==> config.mk <==
export PLATFORM = sky130hd
export DESIGN_NAME = univ_reg_n_flat
export DESIGN_NICKNAME = d
export VERILOG_FILES = /design/src/rtl/univ_reg_n_if.sv /design/src/rtl/univ_reg_n.sv /design/src/flat_wrapper.sv
export SDC_FILE = /design/constraint.sdc
export NUM_CORES = 1
export LEC_CHECK = 0
export BUFFER_PORTS_ARGS = -buffer_cell sky130_fd_sc_hd__buf_4
export CAP_MARGIN = 20
export CORE_AREA = 5 5 42 44
export DETAILED_ROUTE_END_ITERATION = 16
export DIE_AREA = 0 0 47 49
export PLACE_DENSITY = 0.74
export SLEW_MARGIN = 40
export SYNTH_ARGS = -nofsm -noshare
export SYNTH_HDL_FRONTEND = slang
export SYNTH_SLANG_ARGS = --single-unit
==> constraint.sdc <==
create_clock -name clk -period 2.15 [get_ports clk]
set_input_delay 0.1075 -clock clk [delete_from_list [all_inputs] [get_ports clk]]
set_output_delay 0.1075 -clock clk [all_outputs]
set_load 0.01 [all_outputs]
==> src/rtl/univ_reg_n_if.sv <==
// Control/data bundle of the universal register: the master drives the
// operation and its data, the slave returns the register state.
interface univ_reg_n_if #(
  parameter int WIDTH = 4
);
  logic             en;
  logic             clr;
  logic [2:0]       mode;
  logic             sin_r;
  logic             sin_l;
  logic [WIDTH-1:0] I;
  logic [WIDTH-1:0] A;
  logic             sout;
  logic             co;

  modport master (output en, clr, mode, sin_r, sin_l, I, input A, sout, co);
  modport slave  (input en, clr, mode, sin_r, sin_l, I, output A, sout, co);
endinterface

==> src/rtl/univ_reg_n.sv <==
// N-bit universal register: load, shift, rotate and up/down count in one
// registered datapath, with a registered serial-out bit and a count-wrap strobe.
module univ_reg_n #(
  parameter int              WIDTH     = 4,
  parameter logic [WIDTH-1:0] RESET_VAL = '0
) (
  input  logic        clk,
  input  logic        rst,
  univ_reg_n_if.slave bus
);
  typedef enum logic [2:0] {
    M_HOLD = 3'b000,
    M_LOAD = 3'b001,
    M_SHR  = 3'b010,
    M_SHL  = 3'b011,
    M_ROR  = 3'b100,
    M_ROL  = 3'b101,
    M_UP   = 3'b110,
    M_DN   = 3'b111
  } mode_e;

  logic [WIDTH-1:0] a, a_nxt;
  logic             sout, sout_nxt;
  logic             co, co_nxt;
  mode_e            mode;

  assign mode = mode_e'(bus.mode);

  always_comb begin
    a_nxt    = a;
    sout_nxt = sout;
    co_nxt   = 1'b0;
    if (bus.clr) begin
      a_nxt    = '0;
      sout_nxt = 1'b0;
    end else if (bus.en) begin
      case (mode)
        M_HOLD: ;
        M_LOAD: a_nxt = bus.I;
        M_SHR: begin
          a_nxt    = {bus.sin_r, a[WIDTH-1:1]};
          sout_nxt = a[0];
        end
        M_SHL: begin
          a_nxt    = {a[WIDTH-2:0], bus.sin_l};
          sout_nxt = a[WIDTH-1];
        end
        M_ROR: begin
          a_nxt    = {a[0], a[WIDTH-1:1]};
          sout_nxt = a[0];
        end
        M_ROL: begin
          a_nxt    = {a[WIDTH-2:0], a[WIDTH-1]};
          sout_nxt = a[WIDTH-1];
        end
        // Wrap is detected on the pre-increment value so co lines up with
        // the edge that produces the wrapped A.
        M_UP: begin
          a_nxt  = a + 1'b1;
          co_nxt = &a;
        end
        M_DN: begin
          a_nxt  = a - 1'b1;
          co_nxt = ~|a;
        end
        default: ;
      endcase
    end
  end

  always_ff @(posedge clk or posedge rst) begin
    if (rst) begin
      a    <= RESET_VAL;
      sout <= 1'b0;
      co   <= 1'b0;
    end else begin
      a    <= a_nxt;
      sout <= sout_nxt;
      co   <= co_nxt;
    end
  end

  assign bus.A    = a;
  assign bus.sout = sout;
  assign bus.co   = co;
endmodule

==> src/flat_wrapper.sv <==
// flat-port wrapper written by rule: the top's interface ports become plain ports
module univ_reg_n_flat 
#(
  parameter int              WIDTH     = 4,
  parameter logic [WIDTH-1:0] RESET_VAL = '0
)
  (clk, rst, bus_en, bus_clr, bus_mode, bus_sin_r, bus_sin_l, bus_I, bus_A, bus_sout, bus_co);
  univ_reg_n_if #(.WIDTH(WIDTH)) bus_i ();
  input  logic clk;
  input  logic rst;
  input wire logic [$bits(bus_i.en)-1:0] bus_en;
  input wire logic [$bits(bus_i.clr)-1:0] bus_clr;
  input wire logic [$bits(bus_i.mode)-1:0] bus_mode;
  input wire logic [$bits(bus_i.sin_r)-1:0] bus_sin_r;
  input wire logic [$bits(bus_i.sin_l)-1:0] bus_sin_l;
  input wire logic [$bits(bus_i.I)-1:0] bus_I;
  output wire logic [$bits(bus_i.A)-1:0] bus_A;
  output wire logic [$bits(bus_i.sout)-1:0] bus_sout;
  output wire logic [$bits(bus_i.co)-1:0] bus_co;
  assign bus_i.en = bus_en;
  assign bus_i.clr = bus_clr;
  assign bus_i.mode = bus_mode;
  assign bus_i.sin_r = bus_sin_r;
  assign bus_i.sin_l = bus_sin_l;
  assign bus_i.I = bus_I;
  assign bus_A = bus_i.A;
  assign bus_sout = bus_i.sout;
  assign bus_co = bus_i.co;
  univ_reg_n #(.WIDTH(WIDTH), .RESET_VAL(RESET_VAL)) u_core (.clk(clk), .rst(rst), .bus(bus_i));
endmodule
; Word level (Yosys, flattened, before mapping)
; Cells that the tools add are included.
[totals]
register_bits = 6
input_bits = 13
out_inout_bits = 6
elab_cells = 31
[op_classes]
n_addsub = 2
eq_ne = 7
mux = 9
reduce_logical = 10
[op_table]
columns = operator, n
row1 = 4-bit one-hot mux with 7 select lines, 1
row2 = "3-bit equality test, second input constant", 4
row3 = 4-bit two-way mux, 2
row4 = 8-bit nonzero test, 1
row5 = "3-bit by 2-bit equality test with 1-bit output, second input constant", 2
row6 = "4-bit by 1-bit adder with 4-bit output, second input constant", 1
row7 = 1-bit two-way mux, 4
row8 = 1-bit one-hot mux with 2 select lines, 2
row9 = 2-bit AND reduction, 2
row10 = 4-bit AND reduction, 1
row11 = 2-bit OR reduction, 2
row12 = 4-bit OR reduction, 1
row13 = "4-bit by 1-bit subtractor with 4-bit output, second input constant", 1
row14 = "3-bit by 1-bit equality test with 1-bit output, second input constant", 1
row15 = 3-bit nonzero test, 1
row16 = 2-bit nonzero test, 1
row17 = 1-bit zero test, 1

; Depth between registers and ports, before layout
; Gate-level depths: netlist of the first run.
[depth]
word_depth = 5
ltp_mapped = 8
ltp_nobuf = 7

; Least setup slack after synthesis of the first run
; Ideal clock, no wire load.
[synth_timing]
kind = register to register
from = register u_core.a[1] (netlist: u_core.bus.A[1])
to = register u_core.a[2] (netlist: u_core.bus.A[2])
setup_time_ns = 0.129
arrival_ns = 1.472
t_required_ns = 2.021
setup_slack_ns = 0.549
path_stages_with_launch = 8
n_path_buf = 1
period_less_slack_ns = 1.601
cell_sequence = dfrtp_1 buf_2 xnor2_1 ha_1 or3b_1 nand3_1 or3_1 o221ai_2
[synth_between]
elab_chain_len = 4
word_cells_on_any_way = 5
cone_classes = add/sub (2) / mux (3)
[synth_lines]
columns = item, line_no
row1 = "start, declared", univ_reg_n.sv:22  ; logic [WIDTH-1:0] a, a_nxt;
row2 = "start signal, assigned", univ_reg_n.sv:77  ; a <= a_nxt;
row3 = 4-bit by 1-bit subtractor with 4-bit output or 4-bit by 1-bit adder with 4-bit output (tied branches), "univ_reg_n.sv:63, univ_reg_n.sv:59"
row4 = 4-bit one-hot mux with 7 select lines *, univ_reg_n.sv:37  ; case (mode)
row5 = 4-bit two-way mux *, univ_reg_n.sv:36  ; end else if (bus.en) begin
row6 = 4-bit two-way mux *, univ_reg_n.sv:33  ; if (bus.clr) begin
; Every way passes the cells marked *; elsewhere a longest branch is shown, timed or not. The select of a mux whose other input is x is not followed.
; A chain may end at the register's enable or synchronous reset.

; Worst setup path after layout of the first run
; Ends and elaborated chain as after synthesis.

==> flow_summary.toml, run 1 <==
[status]
outcome = "complete, no violations"

[placed_design]
gp_congestion = 0.864
place_inst = 102
dp.final_hpwl_mm = 1.16
io_buffers = 18

[timing]
slew_violations = 0
fin_crit_ps = 1650
finalHoldViolations = 0
setup_viol_count_final = 0
worst_clock_skew_ps = 0.525
rsz0062_at_grt = "no"
relSlewSlack = 0.765
worst_pin_slew_ps = 349
fmaxAchievable_ghz = 0.607
fin_tns_setup_ps = 0
fin_crit_sh = 0.766

[detailed_routing]
drt_iter0_drc = 19
via_count = 613
ant_nets = 0
dr.pass1.iters = 4
wirelength_mm = 1.51
routedWlPerCell_um = 14.3
drc_errors = 0
vias_per_cell = 5.78

[die]
ioPinCount = 19
coreArea_um2 = 1400
die_x_um = 47
start_util = 0.450
dieArea_um2 = 2300
die-height_um = 49
core.rowCount = 14

[logic_synthesis]
yosysTopAreaCell = "dfrtp_1"
syn_nets = 88
synth_top_area_frac = 0.238
syn-cell-area_um2 = 631
seq_area_frac_synth = 0.238
async_flop_share = 1.00
synth_flop_cell = "dfrtp_1"
avgSynthCellArea_um2 = 8.52
synth_seq_cells = 6
yosysWarnings = 0
synthTopCellsByCount = "a21oi_1, dfrtp_1, nand2b_1"
synth-edff-count = 0
synth_most_common_cell = "a21oi_1"
synth_area_leaders = "dfrtp_1, nand2b_1, a21oi_1, buf_6, nand2_1"
yosysUniqueCellTypes = 40
synthCells = 74

[worst_setup_path]
r2r_cells = 6
cp_top_family = "simple AND/OR/NAND/NOR gates"
worst_ep_required_time_ps = 2270
cp_max_fo = 10
cp.depth = 6
critPathMaxStageDelay_ps = 480
arrival_ps = 1770
path_buf_inv = 0
cp_cell_sequence = "xnor2_1, ha_1, or3b_1, nand3_1, or3_1, o221ai_2"
crit_slowest_cell = "dfrtp_1"
end_kind = "register"
start_kind = "register"
worst-setup-path-type = "register to register"

[cts]
path_clk_slew_ps = 50
cts.htree.levels = 1
cts_tree = "done"
cts-root-buf = "clkbuf_4"
cts-resized-gates = 0
insertion_delay_ps = 240
clock_path_buffers = 2
clock-sinks = 6
cts_made_buffers = 3

[global_routing]
antenna_found_initial = 0
track_usage = 0.148
overflow = 0
grt_pass1_wl_mm = 2.53
grt_pass1_vias = 586
grt_max_degree = 18

[power]
total_power_uw = 362
pwr_density_cell_nw_per_um2 = 470
p_leak_uw = 0.000353
vdd_ir_drop_max_mv = 0.446

[hold_path]
min_path_type = "input pin to register"
holdPathStages = 2

[cells_and_area]
syn_to_final_growth_pct = 22.0
post-route-util = 0.549
n_fill_cell = 140
diodes = 0
drive_gt1_frac = 0.300
layout.nets = 106
instances_no_fill = 106

[job]
drv_cap = 0
[metrics by stage]
stage / hold slack, ps / area, µm² / worst slack [ps]
floorplan: -102 / 631 / 549
global placement: 45.0 / 737 / 604
detailed placement: 50.7 / 737 / 525
CTS: 35.1 / 769 / 517
global route: 30.9 / 769 / 411
finish: 45.7 / 769 / 503
[cells by family (layout without fill, tap and decap cells)]
logic type,Yosys count,count (layout),synth area share
compound gates,21,21,0.252
mux,2,2,0.0397
fa+ha+maj,1,1,0.0198
buf+inv,10,26,0.101
flops,6,6,0.238
simple gates,32,32,0.321
xor+xnor,2,2,0.0278
[registers in the layout, indices dropped and copies added, names as in the netlist]
name	flops
u_core.bus.sout	1
u_core.bus.A	4
u_core.bus.co	1
[power breakdown]
part / total, µW / switching, µW / internal, µW
combinational: 121 / 59.8 / 60.9
clock: 104 / 41.0 / 63.2
sequential: 137 / 15.5 / 121
[per-layer routing]
| metal | up-vias | part of all wire | track usage |
|---|---|---|---|
| met5 | - | 0 | 0 |
| met1 | 288 | 0.47 | 0.196 |
| met3 | 0 | 0.046 | 0.0590 |
| met2 | 18 | 0.49 | 0.224 |
| li1 | 307 | - | - |
| met4 | 0 | 0 | 0.0276 |
[final timing paths]
check | start | end | slack [ps]
max | u_core.bus.A[1] | u_core.bus.A[2] | 500
min | bus_clr | u_core.bus.sout | 50
max reg2reg | u_core.bus.A[1] | u_core.bus.A[2] | 500
min reg2reg | u_core.bus.sout | u_core.bus.sout | 580
max in group asynchronous | rst | u_core.bus.A[0] | 1610
min in group asynchronous | rst | u_core.bus.A[2] | 350
[final cells by class]
type,count,area (µm²),share of cell area
multi-input combinational,58,417,0.541
sequential,6,150,0.195
timing repair buffer,19,145,0.189
clock buffer,3,22.5,0.0293
tap,16,20.0,0.0260
inverter,4,15.0,0.0195
[cell usage in the layout (no fill, tap or decap), types with 2 or more instances in the layout]
| master | netlist | final |
|---|---|---|
| dfrtp_1 | 6 | 6 |
| buf_4 | 0 | 18 |
| clkbuf_4 | 0 | 3 |
| or3_1 | 2 | 2 |
| nand2b_1 | 6 | 6 |
| a21oi_1 | 7 | 7 |
| and2b_1 | 2 | 2 |
| nand3_1 | 3 | 3 |
| nand2_1 | 5 | 5 |
| nor2_1 | 3 | 3 |
| inv_1 | 4 | 4 |
| o31ai_1 | 2 | 2 |
[timing repair]
item                                   CTS  global route
hold buffers                             1             0
setup buffers                            0             0
endpoints found under the hold margin    6             0
Note: power is estimated with default switching activity, not from simulation.
==> run 2, diff against run 1 <==
clock period = 1.54 ns   (was 2.15 ns; I/O delays follow)
==> run 2 against run 1 <==
  * Core utilization is 4.6 points higher
  * First-iteration DRC count is 32% lower
  * Total power is 49% higher
  * Final area is 8.3% higher
  * Critical path type unchanged
  * Critical endpoint unchanged
==> flow_summary.toml, run 2 (synthesis results as in run 1) <==
[cells_and_area]
n_fill_cell = 142
diodes = 0
layout.nets = 112
syn_to_final_growth_pct = 32.1
stdcell_area_um2 = 833
largest_register_ffs = 4
final_cell_mix = "buf_4, nand2b_1, a21oi_1, dfrtp_1, nand2_1"
post-route-util = 0.595
mostFrequentLayoutCell = "buf_4"
drive_gt1_frac = 0.396

[global_routing]
grt_max_degree = 16
overflow = 0
track_usage = 0.172
grt_pass1_vias = 665
grt_pass1_wl_mm = 2.92
antenna_found_initial = 0

[worst_setup_path]
crit_slowest_cell = "dfrtp_1"
reg2reg_setup_slack_ps = 30
cp_cell_sequence = "xnor2_1, ha_2, or3b_4, nand3_2, or3_4, o221ai_2"
critPathMaxStageDelay_ps = 400
worst-setup-path-type = "register to register"
r2r_start = "u_core.bus.A[1]"
end_kind = "register"
arrival_ps = 1680
r2r_end = "u_core.bus.A[2]"
r2r_cells = 6
start_kind = "register"
worst_ep_required_time_ps = 1710
cp_max_fo = 3

[timing]
worst_pin_slew_ps = 345
fin_crit_ps = 1510
fin_crit_sh = 0.980
slew_violations = 0
setup_viol_count_final = 0
worst_clock_skew_ps = 9.55
rsz0062_at_grt = "yes"
fmaxAchievable_ghz = 0.663
relSlewSlack = 0.768
finalHoldViolations = 0
fin_tns_setup_ps = 0

[power]
total_power_uw = 537
pwr_density_cell_nw_per_um2 = 645
p_leak_uw = 0.000384
vdd_ir_drop_max_mv = 0.345

[detailed_routing]
drt_iter0_drc = 13
routed.top_layer = "met4"
wirelength_mm = 1.64
drt-met1-wl_um = 786
wl_met2_um = 760
dr.pass1.iters = 4
vias_per_cell = 5.70
dr_wl_met3_um = 43
drc_errors = 0
via_count = 638
routedWlPerCell_um = 14.7
ant_nets = 0

[hold_path]
hold_start = "bus_clr"
holdPathStages = 2
min_path_type = "input pin to register"
hold_path_end = "u_core.bus.sout"

[die]
start_util = 0.450
die-height_um = 49
core.rowCount = 14
die_x_um = 47
dieArea_um2 = 2300
coreArea_um2 = 1400
ioPinCount = 19

[cts]
clock_path_buffers = 2
insertion_delay_ps = 250
cts_made_buffers = 3
clock-sinks = 6
cts-root-buf = "clkbuf_4"
cts_setup_buffers = 0
cts_tree = "done"
path_clk_slew_ps = 50
cts.htree.levels = 1

[placed_design]
place_area_um2 = 782
gp_congestion = 0.876
dp.final_hpwl_mm = 1.29
io_buffers = 18

[job]
drv_cap = 0

[status]
outcome = "complete, no violations"
run 2: worst max path at each step:
stage	start	to	slack (ps)	depth (start not counted)
6_report	u_core.bus.A[1]	u_core.bus.A[2]	30	6
5_1_grt	u_core.bus.A[1]	u_core.bus.A[2]	-30	6
3_5_place_dp	u_core.bus.A[1]	u_core.bus.A[2]	20	6
4_1_cts	u_core.bus.A[1]	u_core.bus.A[2]	1	6
2_1_floorplan	u_core.bus.A[1]	u_core.bus.A[2]	-40	7
3_3_place_gp	u_core.bus.A[1]	u_core.bus.A[2]	70	6
run 2: routing by layer:
metal,track usage,up-vias
li1,-,317
met1,0.222,299
met3,0.0111,4
met4,0.111,0
met2,0.262,18
met5,0,-
run 2: layout make-up:
cell class	count	area, µm²	area share
Multi-Input combinational cell	58	435	0.523
Timing Repair Buffer	25	190	0.228
Sequential cell	6	150	0.180
Clock buffer	3	22.5	0.0270
Tap cell	16	20.0	0.0240
Inverter	4	15.0	0.0180
run 2: power breakdown:
| group | internal, µW | switching (µW) |
|---|---|---|
| registers | 169 | 11.2 |
| clock network | 88.5 | 62.1 |
| logic | 104 | 103 |
run 2: repair_timing:
item,4_1_cts,5_1_grt
hold buffers,1,0
resized for setup,0,5
endpoints found under the hold margin,6,0
setup endpoints to repair,0,1
run 2: stage by stage:
step                      instances  hold WS (ps)  setup WS (ps)
after detailed placement        108          23.8           21.9
after CTS                       112          2.68           1.06
after global placement          108          18.9           73.1
after floorplan                  74          -132          -36.4
after global routing            112          11.3          -34.7
final                           112          6.12           31.5
run 2: critical path: cells and delay by family (launching register included):
family,cells,cell delay [ps]
adder cells (fa/ha/maj),1,210
flip-flops,1,400
AND/OR/NAND/NOR,3,570
AO/OA/AOI/OAI,1,60
XOR/XNOR,1,180
==> run 3, diff against run 2 <==
PLACE_DENSITY = default   (was 0.74)
PLACE_DENSITY_LB_ADDON = 0.2   (was default)
==> run 3 against run 2 <==
  * Total power grew 0.43%
  * Largest cell class unchanged
  * Core utilization unchanged
  * Cell count rose by 0.89%
  * Critical endpoint unchanged
  * Worst setup slack better by 29 ps
  * Highest routed layer unchanged
  * Sequential share of layout area unchanged
  * Sequential cell count is the same
  * Final area unchanged
  * First-iteration DRC count fell by 62%
  * Maximum frequency rose by 2.0%
==> flow_summary.toml, run 3 (synthesis results as in run 1) <==
[status]
outcome = "complete, no violations"

[worst_setup_path]
r2r_cells = 6
reg2reg_setup_slack_ps = 60
arrival_ps = 1610
cp_max_fo = 2
worst_ep_required_time_ps = 1670
end_kind = "register"
cp-endpoint = "u_core.bus.A[2]"
crit_path_start = "u_core.bus.A[1]"
worst-setup-path-type = "register to register"
start_kind = "register"
r2r_end = "u_core.bus.A[2]"
r2r_start = "u_core.bus.A[1]"

[die]
ioPinCount = 19
start_util = 0.450
core.rowCount = 14
coreArea_um2 = 1400
die-height_um = 49
dieArea_um2 = 2300
die_x_um = 47

[timing]
finalHoldViolations = 0
layout_setup_ws_ps = 60.8
worst_clock_skew_ps = 12.7
worst_pin_slew_ps = 363
fin_crit_sh = 0.961
fmaxAchievable_ghz = 0.676
rsz0062_at_grt = "yes"
slew_violations = 0
hold_slack_ps = 37.9
relSlewSlack = 0.756
setup_viol_count_final = 0
fin_crit_ps = 1480

[placed_design]
place_ws_ps = -32.4
place_area_um2 = 774
io_buffers = 18
place_inst = 107
dp.final_hpwl_mm = 1.29
gp_congestion = 0.949

[cells_and_area]
largest_register_ffs = 4
post-route-util = 0.595
n_fill_cell = 138
mostFrequentLayoutCell = "buf_4"
syn_to_final_growth_pct = 32.1
instances_no_fill = 113
final_cell_mix = "buf_4, nand2b_1, a21oi_1, dfrtp_1, nand2_1"
drive_gt1_frac = 0.371
layout.nets = 113
stdcell_area_um2 = 833
diodes = 0

[detailed_routing]
drt-met1-wl_um = 718
routedWlPerCell_um = 15.0
vias_per_cell = 5.98
dr_wl_met3_um = 93
drt_iter0_drc = 5
dr.pass1.iters = 4
via_count = 676
wirelength_mm = 1.70
routed.top_layer = "met4"
wl_met2_um = 849
drc_errors = 0
ant_nets = 0

[cts]
clock_path_buffers = 2
cts-root-buf = "clkbuf_4"
cts.htree.levels = 1
cts_tree = "done"
insertion_delay_ps = 250
path_clk_slew_ps = 50
clock-sinks = 6
cts_made_buffers = 3

[global_routing]
antenna_found_initial = 0
track_usage = 0.164
grt_max_degree = 16
overflow = 0
grt_pass1_vias = 658
grt_pass1_wl_mm = 2.78

[power]
seq_power_share = 0.334
p_leak_uw = 0.000387
power.switching_uw = 177
p_int_uw = 362
vdd_ir_drop_max_mv = 0.434
pwr_density_cell_nw_per_um2 = 648
pwr-share-clk = 0.280
swShare = 0.328
combPwrFrac = 0.386

[job]
drv_cap = 0

[hold_path]
min_path_type = "input pin to register"
hold_start = "bus_en"
[run 3: layout make-up]
type / instances / area [µm²] / area share
Tap cell: 16 / 20.0 / 0.0240
Multi-Input combinational cell: 58 / 425 / 0.511
Sequential cell: 6 / 150 / 0.180
Timing Repair Buffer: 26 / 200 / 0.240
Inverter: 4 / 15.0 / 0.0180
Clock buffer: 3 / 22.5 / 0.0270
[run 3: worst min path at each step]
stage	to	slack, ps	cells after the start
2_1_floorplan	u_core.bus.A[0]	-130	1
3_3_place_gp	u_core.bus.A[2]	10	2
3_5_place_dp	u_core.bus.A[2]	10	2
4_1_cts	u_core.bus.sout	40	2
5_1_grt	u_core.bus.sout	50	2
6_report	u_core.bus.sout	40	2
[run 3: metal layers]
metal  track usage  vias to the layer above
li1              -                      320
met1         0.212                      331
met2         0.256                       21
met3        0.0443                        4
met4        0.0553                        0
met5             0                        -
[run 3: metrics by stage]
| step | power (µW) | setup TNS (ps) |
|---|---|---|
| after detailed placement | 376 | -32.4 |
| after global placement | 373 | 0 |
| after global routing | 571 | -53.8 |
| after floorplan | 309 | -36.4 |
| final | 540 | 0 |
| after CTS | 534 | 0 |
[run 3: critical path: stages, from the launching register on]
cell and delay, ps:
dfrtp_1 390, xnor2_1 130, ha_2 180, or3b_4 380, nand3_1 90, or3_1 120, o221ai_2 80
[run 3: power by group through the flow]
stage,clock [µW],sequential (µW),combinational [µW]
2_1_floorplan,0,187,122
3_3_place_gp,0,183,190
3_5_place_dp,0,183,192
4_1_cts,152,179,202
5_1_grt,161,181,228
6_report,151,180,208
[run 3: timing repair]
item	in CTS	in global routing
setup endpoints to repair	1	2
hold endpoints to repair	7	0
pin swaps	0	2
buffers inserted	1	0
hold buffers	2	0
gates resized for setup	0	3
